[config.mk]
export PLATFORM = sky130hd
export DESIGN_NAME = hazard_detection_unit
export DESIGN_NICKNAME = d
export VERILOG_FILES = /design/src/rtl/pipeline_ctrl_pkg.sv /design/src/rtl/sat_counter.sv /design/src/rtl/hazard_detection_unit.sv
export SDC_FILE = /design/constraint.sdc
export NUM_CORES = 1
export LEC_CHECK = 0
export CORE_MARGIN = 2
export CORE_UTILIZATION = 35
export CTS_CLUSTER_DIAMETER = 150
export DETAILED_ROUTE_END_ITERATION = 8
export GPL_TIMING_DRIVEN = 0
export PLACE_DENSITY = 0.64
export SYNTH_ARGS = -nofsm -noshare
export SYNTH_HDL_FRONTEND = slang
export SYNTH_HIERARCHICAL = 1
export SYNTH_SLANG_ARGS = --single-unit
[constraint.sdc]
create_clock -name clk -period 2.7 [get_ports clk]
set_input_delay 0.405 -clock clk [delete_from_list [all_inputs] [get_ports clk]]
set_output_delay 0.405 -clock clk [all_outputs]
set_load 0.05 [all_outputs]
[src/rtl/pipeline_ctrl_pkg.sv]
// rtl/pipeline_ctrl_pkg.sv - shared pipeline-control types and defaults
package pipeline_ctrl_pkg;

  // Hazard unit controller states
  typedef enum logic {
    RUN      = 1'b0,
    MDU_BUSY = 1'b1
  } hdu_state_t;

  // Default multiply/divide occupancy of EX, in cycles (legal 2..15)
  localparam int MDU_LATENCY_DEF = 4;

  // Default width of the performance counters
  localparam int CNT_W_DEF = 16;

endpackage

[src/rtl/sat_counter.sv]
// rtl/sat_counter.sv - saturating up-counter with synchronous clear
module sat_counter #(
  parameter int WIDTH = 16
) (
  input  logic             clk,
  input  logic             rst_n,
  input  logic             inc,
  input  logic             clr,
  output logic [WIDTH-1:0] count
);

  // Clear wins over increment; the count sticks at all-ones
  always_ff @(posedge clk or negedge rst_n) begin
    if (!rst_n) begin
      count <= '0;
    end else if (clr) begin
      count <= '0;
    end else if (inc && (count != {WIDTH{1'b1}})) begin
      count <= count + 1'b1;
    end
  end

endmodule

[src/rtl/hazard_detection_unit.sv]
// rtl/hazard_detection_unit.sv - load-use, branch-flush and MDU stall control
module hazard_detection_unit
  import pipeline_ctrl_pkg::*;
#(
  parameter int MDU_LATENCY = MDU_LATENCY_DEF,
  parameter int CNT_W       = CNT_W_DEF
) (
  input  logic             clk,
  input  logic             rst_n,
  input  logic             ID_EX_MemRead,
  input  logic [4:0]       ID_EX_RT,
  input  logic [4:0]       IF_ID_RS,
  input  logic [4:0]       IF_ID_RT,
  input  logic             EX_BranchTaken,
  input  logic             EX_MduStart,
  input  logic             CntClear,
  output logic             PCWrite,
  output logic             IF_ID_Write,
  output logic             IF_ID_Flush,
  output logic             ID_EX_Flush,
  output logic             EX_Hold,
  output logic             EX_MEM_Bubble,
  output logic             MduBusy,
  output logic [CNT_W-1:0] StallCount,
  output logic [CNT_W-1:0] FlushCount
);

  // Remaining stall cycles after the first one, loaded on MDU start
  localparam logic [3:0] MDU_RELOAD = 4'(MDU_LATENCY - 2);

  hdu_state_t state, state_next;
  logic [3:0] mdu_cnt, mdu_cnt_next;
  logic       load_use;

  // A load feeding either ID source is a hazard; R0 never carries a dependency
  assign load_use = ID_EX_MemRead && (ID_EX_RT != 5'd0) &&
                    ((ID_EX_RT == IF_ID_RS) || (ID_EX_RT == IF_ID_RT));

  assign MduBusy = (state == MDU_BUSY);

  // State and MDU countdown registers
  always_ff @(posedge clk or negedge rst_n) begin
    if (!rst_n) begin
      state   <= RUN;
      mdu_cnt <= 4'd0;
    end else begin
      state   <= state_next;
      mdu_cnt <= mdu_cnt_next;
    end
  end

  // Next-state and control outputs; branch beats MDU beats load-use in RUN
  always_comb begin
    state_next    = state;
    mdu_cnt_next  = mdu_cnt;
    PCWrite       = 1'b1;
    IF_ID_Write   = 1'b1;
    IF_ID_Flush   = 1'b0;
    ID_EX_Flush   = 1'b0;
    EX_Hold       = 1'b0;
    EX_MEM_Bubble = 1'b0;
    case (state)
      RUN: begin
        if (EX_BranchTaken) begin
          IF_ID_Flush = 1'b1;
          ID_EX_Flush = 1'b1;
        end else if (EX_MduStart) begin
          PCWrite       = 1'b0;
          IF_ID_Write   = 1'b0;
          EX_Hold       = 1'b1;
          EX_MEM_Bubble = 1'b1;
          state_next    = MDU_BUSY;
          mdu_cnt_next  = MDU_RELOAD;
        end else if (load_use) begin
          PCWrite     = 1'b0;
          IF_ID_Write = 1'b0;
          ID_EX_Flush = 1'b1;
        end
      end
      MDU_BUSY: begin
        // EX is frozen here, so branch, new MDU and load-use inputs are ignored
        if (mdu_cnt != 4'd0) begin
          PCWrite       = 1'b0;
          IF_ID_Write   = 1'b0;
          EX_Hold       = 1'b1;
          EX_MEM_Bubble = 1'b1;
          mdu_cnt_next  = mdu_cnt - 4'd1;
        end else begin
          state_next = RUN;
        end
      end
      default: begin
        state_next   = RUN;
        mdu_cnt_next = 4'd0;
      end
    endcase
  end

  sat_counter #(.WIDTH(CNT_W)) u_stall_cnt (
    .clk   (clk),
    .rst_n (rst_n),
    .inc   (~PCWrite),
    .clr   (CntClear),
    .count (StallCount)
  );

  sat_counter #(.WIDTH(CNT_W)) u_flush_cnt (
    .clk   (clk),
    .rst_n (rst_n),
    .inc   (IF_ID_Flush),
    .clr   (CntClear),
    .count (FlushCount)
  );

endmodule
==> results.cfg, run 1 <==
[outcome]
outcome = finished, final reports clean

[sta]
setup_ws_ns = 0.0343
fin_skew_ns = 0.00995
fin_crit_sh_pct = 98.7
hold_viol = 0
rsz0062_at_grt = yes
setup_tns_ns = 0
slew_violations = 0
setup_viol = 0
slew_headroom_pct = 41.8
fmax_mhz = 375
worstMarginPinSlew_ns = 0.872
fin_crit_ns = 2.67
whs_ns = 0.232

[synth]
syn_avg_cell_area_um2 = 9.45
synth_nets = 271
synth_cell_types = 37
synth_area_leader_cell = dfrtp_1
yosysTopAreaCellShare_pct = 39.8
yosysMostFrequentCell = dfrtp_1
synth_edf_count = 0
seq_area_frac_synth_pct = 39.8
synthArstFlopShare_pct = 100
synth_seq_cells = 37
ys.flop_type = dfrtp_1
synthTopCellsByArea = dfrtp_1, a21oi_1, o31ai_1
synth_warnings = 6
synth_cells = 246
syn-cell-area_um2 = 2320
synth.top_cells.by_count = dfrtp_1, a21oi_1, nand2_1, o31ai_1

[cells_and_area]
num_antenna_cells = 0
nets = 340
syn2layout_area_growth_pct = 37.0
design_area_um2 = 3180
layout.cells.non_filler = 393
postLayoutCoreUtil_pct = 49.9
drive_above_1_share_pct = 15.2

[critical_path]
reg2reg_depth = 10
path_max_fanout = 10
path_class = primary input to register
worstReg2RegEnd = u_stall_cnt/count[8]
cp-startpoint = ID_EX_RT[3]
worst_ep_arrival_time_ns = 2.87
r2r_start = mdu_cnt[0]
crit_required_ns = 2.90
worst_setup_path_start_kind = primary input
end_kind = register
rrSetupSlack_ns = 0.22

[drt]
vias = 2184
firstDrtPassIters = 5
drc = 0
routedWlPerCell_um = 15.7
antenna_left = 0
viasPerCell = 5.56
wl_um = 6180
initialDrtViolationCount = 75

[floorplanning]
io_pins = 60
die_area_um2 = 7310
start_util_pct = 36.4
core_area_um2 = 6390
rows = 29
die_h_um = 85.5
die_width_um = 85.5

[hold_path]
min-delay-path-class = primary input to async pin

[clock_network]
clkSinkCount = 37
cts.path.max_buffers = 2
path_clk_slew_ns = 0.08
clock-root-buffer = clkbuf_8
numCtsBuffers = 5
htree_levels = 2
cts_tree = done
insertion_delay_ns = 0.29

[power]
max-vdd-ir-drop_mv = 0.529
p_leak_nw = 1.27
total_power_mw = 2.15
p_per_area_nw_per_um2 = 674

[placed_design]
gp_congestion = 0.791
place_ws_ns = -0.904
place_inst = 382
dp_hpwl_um = 4270
placed_area_um2 = 3010
port_buffers = 59

[job]
drv_cap = 0

[grt]
grt_pass1_wl_um = 9890
grt_overflow = 0
grt_max_degree = 38
grt_pass1_vias = 2093
antenna_found_initial = 0
gr-usage-all-layers_pct = 16.5
==> critical path, cell delays in order <==
cell and delay [ns]:
clkdlybuf4s50_1 0.47, xor2_1 0.20, nor3_2 0.19, a22oi_2 0.13, o41ai_4 0.36, inv_1 0.12, buf_4 0.19, or4_2 0.66
a21oi_2 0.16
==> timing repair <==
item                       in CTS  in global routing
setup endpoints to repair      20                 14
setup buffers                   2                  1
gates resized for setup        22                  5
hold buffers                    0                  0
pin swaps                       2                  2
==> flip-flops by register name (all words and copies together), names as in the netlist <==
register	flops
u_flush_cnt/count	16
MduBusy	1
u_stall_cnt/count	16
mdu_cnt	4
==> power breakdown <==
part / internal (mW) / leakage [nW] / switching, mW
Combinational: 0.343 / 0.710 / 0.631
Clock: 0.301 / 0.0585 / 0.199
Sequential: 0.613 / 0.506 / 0.0577
==> metal layers <==
metal | GRT usage [%] | part of all wire, %
met3 | 3.31 | 4.0
met5 | 0 | 0
met1 | 22.7 | 48
met4 | 3.46 | 0.23
met2 | 27.0 | 48
==> logic make-up after synthesis <==
kind of cell | Yosys count | share of synthesized area (%)
and+or+nand+nor | 106 | 29.0
buffers and inverters | 22 | 4.68
DFF | 37 | 39.8
AOI/OAI and AO/OA | 57 | 15.9
muxes | 8 | 3.88
adders and majority gates | 4 | 2.15
xor gates and xnor gates | 12 | 4.52
==> worst max path at each step <==
stage | slack [ns] | endpoint | cells past startpoint
final | 0.03 | u_stall_cnt/count[3] | 9
after global routing | -0.02 | u_stall_cnt/count[3] | 9
after CTS | -0.01 | u_stall_cnt/count[3] | 9
after detailed placement | -0.90 | u_stall_cnt/count[3] | 9
after global placement | -0.90 | u_stall_cnt/count[3] | 9
after floorplan | 0.15 | u_stall_cnt/count[3] | 8
==> cell usage in the layout (no fill, tap or decap), types with 3 or more instances in the layout <==
master            n
a21oi_1          21
and3_1            4
and4_2            4
buf_4             7
clkbuf_1          8
clkbuf_8          6
clkdlybuf4s50_1  51
dfrtp_1          37
ha_1              4
inv_1             9
mux2_1            8
nand2_1          14
nand3_1           8
nand4_1          12
nor2_1           12
nor2b_1           8
nor3_1            3
nor4_1            8
o21ai_0           5
o21ai_1           6
o31ai_1          14
or3_1             5
or4_1            11
or4_2             4
xor2_1           12
==> final cells by class <==
class                      count  area, um^2
fill                         614        3200
multi-input combinational    187        1330
sequential                    37         926
timing repair buffer          62         601
tap                           77        96.3
clock buffer                   7        86.3
buffer                        13        78.8
inverter                       9        33.8
clock inverter                 1        30.0
Note: power is estimated with default switching activity, not from simulation.
==> run 2: changes to the inputs <==
Clock period 2.7 ns to 2.8 ns, I/O delays scaled along.
==> run 2 against run 1 <==
  * Wire length down 2.9%
  * Hold slack better by 0.013 ns
  * Utilization down 0.53 points
  * Setup slack better by 0.084 ns
  * Via count down 0.55%
  * First-iteration DRC count up 15%
  * Count of clock-buffer cells in the layout unchanged
  * Die area unchanged
  * Clock power down 3%
  * Clock skew about the same
  * Sequential power down 3.4%
  * Register-to-register slack better by 0.16 ns
==> results.cfg, run 2 (synthesis results as in run 1) <==
[floorplanning]
die_h_um = 85.5
start_util_pct = 36.4
rows = 29
core_area_um2 = 6390
die_area_um2 = 7310
die_width_um = 85.5
io_pins = 60

[sta]
worstMarginPinSlew_ns = 0.868
fin_crit_sh_pct = 95.8
hold_viol = 0
slew_headroom_pct = 42.1
fin_skew_ns = 0.00997
slew_violations = 0
setup_viol = 0
setup_tns_ns = 0
whs_ns = 0.245
setup_ws_ns = 0.119
rsz0062_at_grt = no
fin_crit_ns = 2.68
fmax_mhz = 373

[cells_and_area]
fillers = 616
most-common-layout-cells = clkdlybuf4s50_1, dfrtp_1, a21oi_1, nand2_1, o31ai_1
reg.largest.list = u_flush_cnt/count x16, u_stall_cnt/count x16, mdu_cnt x4
multiInputGateArea_um2 = 1330
drive_above_1_share_pct = 13.7
nets = 337
design_area_um2 = 3150
seq_area_um2 = 926
layout.cells.non_filler = 390
num_antenna_cells = 0
syn2layout_area_growth_pct = 35.6
final_common_cell = clkdlybuf4s50_1

[critical_path]
worstReg2RegEnd = u_stall_cnt/count[8]
worst_setup_path_start_kind = primary input
r2r_start = mdu_cnt[0]
crit_required_ns = 3.00
critPathCapture = u_stall_cnt/count[3]
path_class = primary input to register
path_max_fanout = 13
rrSetupSlack_ns = 0.38
worst_ep_arrival_time_ns = 2.88
end_kind = register
cp-startpoint = ID_EX_RT[0]
reg2reg_depth = 9

[placed_design]
dp_hpwl_um = 4270
placed_area_um2 = 3010
port_buffers = 59
place_ws_ns = -0.819
place_inst = 382
gp_congestion = 0.791

[grt]
grt_pass1_vias = 2092
grt_max_degree = 38
grt_pass1_wl_um = 9780
gr-usage-all-layers_pct = 16.2
grt_overflow = 0
antenna_found_initial = 0

[power]
p_leak_nw = 1.25
max-vdd-ir-drop_mv = 0.474
p_per_area_nw_per_um2 = 641

[outcome]
outcome = finished, final reports clean

[clock_network]
insertion_delay_ns = 0.29
numCtsBuffers = 5
cts.path.max_buffers = 2
clkSinkCount = 37
htree_levels = 2
cts_tree = done
path_clk_slew_ns = 0.08
clock-root-buffer = clkbuf_8

[drt]
firstDrtPassIters = 4
routedWlPerCell_um = 15.4
viasPerCell = 5.57
wl_um = 6010
initialDrtViolationCount = 86
drc = 0
antenna_left = 0
vias = 2172

[hold_path]
min-delay-path-class = primary input to async pin

[job]
drv_cap = 0
==> run 2: area by class of cell <==
| class | instances | area share, % |
|---|---|---|
| flip-flops and latches | 37 | 29.4 |
| inverters | 9 | 1.07 |
| repair buffers | 60 | 18.5 |
| plain buffers | 12 | 2.26 |
| multi-input cells | 187 | 42.1 |
| clock inverters | 1 | 0.953 |
| well taps | 77 | 3.06 |
| clock buffers | 7 | 2.74 |
==> run 2: per-stage QoR <==
stage	total power, mW	util, %
finish	2.02	49.3
global route	2.13	49.3
CTS	2.04	49.2
detailed placement	1.54	47.1
global placement	1.53	47.2
floorplan	1.25	-
==> run 2: timing repair <==
item | 4_1_cts | 5_1_grt
resized for setup | 15 | 4
endpoints found under the hold margin | 0 | 0
pin swaps | 1 | 1
setup endpoints to repair | 20 | 9
setup buffers | 1 | 0
hold buffers | 0 | 0
gates cloned | 0 | 0
==> run 2: per-layer routing <==
layer / track usage [%] / part of all wire [%] / vias to the layer above / routed length (um)
met3: 3.31 / 4.8 / 2 / 289
met4: 3.75 / 0.23 / 0 / 14
met1: 22.6 / 47 / 1044 / 2840
li1: - / - / 1071 / -
met5: 0 / 0 / - / 0
met2: 26.1 / 48 / 55 / 2860
==> run 2: worst min path at each step <==
stage	to	slack [ns]
2_1_floorplan	MduBusy	0.12
3_3_place_gp	mdu_cnt[0]	0.52
3_5_place_dp	mdu_cnt[0]	0.52
4_1_cts	u_flush_cnt/count[0]	0.28
5_1_grt	u_flush_cnt/count[12]	0.31
6_report	u_flush_cnt/count[12]	0.24
==> run 2: report_power, final <==
part / switching [mW] / internal, mW / total, mW
Clock: 0.194 / 0.291 / 0.484
Sequential: 0.0562 / 0.591 / 0.648
Combinational: 0.593 / 0.296 / 0.889
==> run 2: worst max-delay path, stage by stage <==
cell and delay [ns]:
clkdlybuf4s50_1 0.48, xor2_1 0.19, nor3_1 0.26, a22oi_2 0.14, o41ai_4 0.38, inv_2 0.18
or4_2 0.66, a21oi_1 0.16
==> run 3: changes to the inputs <==
Settings changed: SETUP_SLACK_MARGIN from default to 0.05, SLEW_MARGIN from default to 20.
==> run 3 against run 2 <==
  * Power decreased by 0.27%
  * Non-clock buffer count increased by 5
  * Sequential power hardly changed
  * Global-route usage grew 0.52 points
  * Die area stayed put
  * Critical path type unchanged
  * Largest power group unchanged
  * Highest routed layer unchanged
==> results.cfg, run 3 (synthesis results as in run 1) <==
[clock_network]
numCtsBuffers = 5
htree_levels = 2
cts_tree = done
insertion_delay_ns = 0.29
path_clk_slew_ns = 0.08
clock-root-buffer = clkbuf_8
cts.path.max_buffers = 2
clkSinkCount = 37

[floorplanning]
core_area_um2 = 6390
die_h_um = 85.5
rows = 29
die_width_um = 85.5
die_area_um2 = 7310
start_util_pct = 36.4
io_pins = 60

[cells_and_area]
drive_above_1_share_pct = 15.7
postLayoutCoreUtil_pct = 50.1
reg.largest.list = u_flush_cnt/count x16, u_stall_cnt/count x16, mdu_cnt x4
num_antenna_cells = 0
final_common_cell = clkdlybuf4s50_1
syn2layout_area_growth_pct = 37.7
layout.cells.non_filler = 395
most-common-layout-cells = clkdlybuf4s50_1, dfrtp_1, a21oi_1, nand2_1, o31ai_1
nets = 342

[drt]
wl_um = 6180
drc = 0
antenna_left = 0
firstDrtPassIters = 4
routedWlPerCell_um = 15.6
initialDrtViolationCount = 97
vias = 2255
viasPerCell = 5.71

[placed_design]
dp_hpwl_um = 4350
place_inst = 383
port_buffers = 59
gp_congestion = 0.791

[sta]
rsz0062_at_grt = yes
worstMarginPinSlew_ns = 0.573
fmax_mhz = 371
fin_crit_ns = 2.70
slew_headroom_pct = 61.5
hold_viol = 0
fin_skew_ns = 0.00454
setup_viol = 0
fin_crit_sh_pct = 96.3
setup_tns_ns = 0
slew_violations = 0

[hold_path]
min-delay-path-class = primary input to async pin

[critical_path]
path_max_fanout = 10
worst_ep_arrival_time_ns = 2.91
end_kind = register
worst_setup_path_start_kind = primary input
rrSetupSlack_ns = 0.27
path_class = primary input to register
crit_required_ns = 3.01

[grt]
antenna_found_initial = 0
grt_overflow = 0
grt_pass1_wl_um = 9990
grt_pass1_vias = 2140
gr-usage-all-layers_pct = 16.8
grt_max_degree = 31

[job]
drv_cap = 0

[power]
p_per_area_nw_per_um2 = 630
p_leak_nw = 1.28
max-vdd-ir-drop_mv = 0.437

[outcome]
outcome = finished, final reports clean
[run 3: layout make-up]
type,count,area [um^2]
plain buffers,13,78.8
well taps,77,96.3
inverters,9,33.8
repair buffers,64,629
fillers,612,3190
clock inverters,1,5.00
flip-flops and latches,37,926
multi-input cells,187,1330
clock buffers,7,96.3
[run 3: final timing paths]
path,start,end,depth (start not counted)
worst max-delay path,ID_EX_RT[4],u_stall_cnt/count[3],9
worst min-delay path,rst_n,u_flush_cnt/count[3],2
worst max register to register,mdu_cnt[0],u_stall_cnt/count[8],10
worst min register to register,mdu_cnt[0],mdu_cnt[0],1
max in group asynchronous,rst_n,u_stall_cnt/count[12],3
min in group clk,mdu_cnt[0],mdu_cnt[0],1
[run 3: report_power, final]
part,internal (mW),total (mW),switching (mW)
clock,0.223,0.423,0.200
sequential,0.591,0.647,0.0558
combinational,0.335,0.945,0.611
[run 3: metrics by stage]
step | hold WS (ns) | instance area [um^2] | total power, mW | worst slack, ns
2_1_floorplan | 0.124 | 2330 | 1.25 | 0.254
3_3_place_gp | 0.515 | 3010 | 1.53 | -0.819
3_5_place_dp | 0.294 | 3030 | 1.54 | -0.817
4_1_cts | 0.515 | 3190 | 2.01 | 0.0423
5_1_grt | 0.530 | 3200 | 2.12 | -0.0464
6_report | 0.505 | 3200 | 2.02 | 0.103
[run 3: layer usage]
metal | part of all wire, % | vias to the layer above | GRT usage (%)
li1 | - | 1076 | -
met1 | 46 | 1097 | 22.7
met2 | 48 | 74 | 27.4
met3 | 5.2 | 8 | 2.82
met4 | 1.0 | 0 | 5.19
met5 | 0 | - | 0
[run 3: critical path: stages]
cell and delay [ns]:
clkdlybuf4s50_1 0.46, xor2_1 0.20, nor3_2 0.21, a22oi_2 0.14, o41ai_4 0.37, inv_1 0.11
clkbuf_4 0.20, or4_2 0.64, a21oi_1 0.16
[run 3: repair_timing]
| action | 4_1_cts | 5_1_grt |
|---|---|---|
| endpoints found under the setup margin | 20 | 12 |
| cloned | 0 | 0 |
| pin swaps | 1 | 3 |
| hold buffers | 1 | 0 |
| setup buffers | 2 | 1 |
| endpoints found under the hold margin | 7 | 0 |
| resized for setup | 20 | 4 |
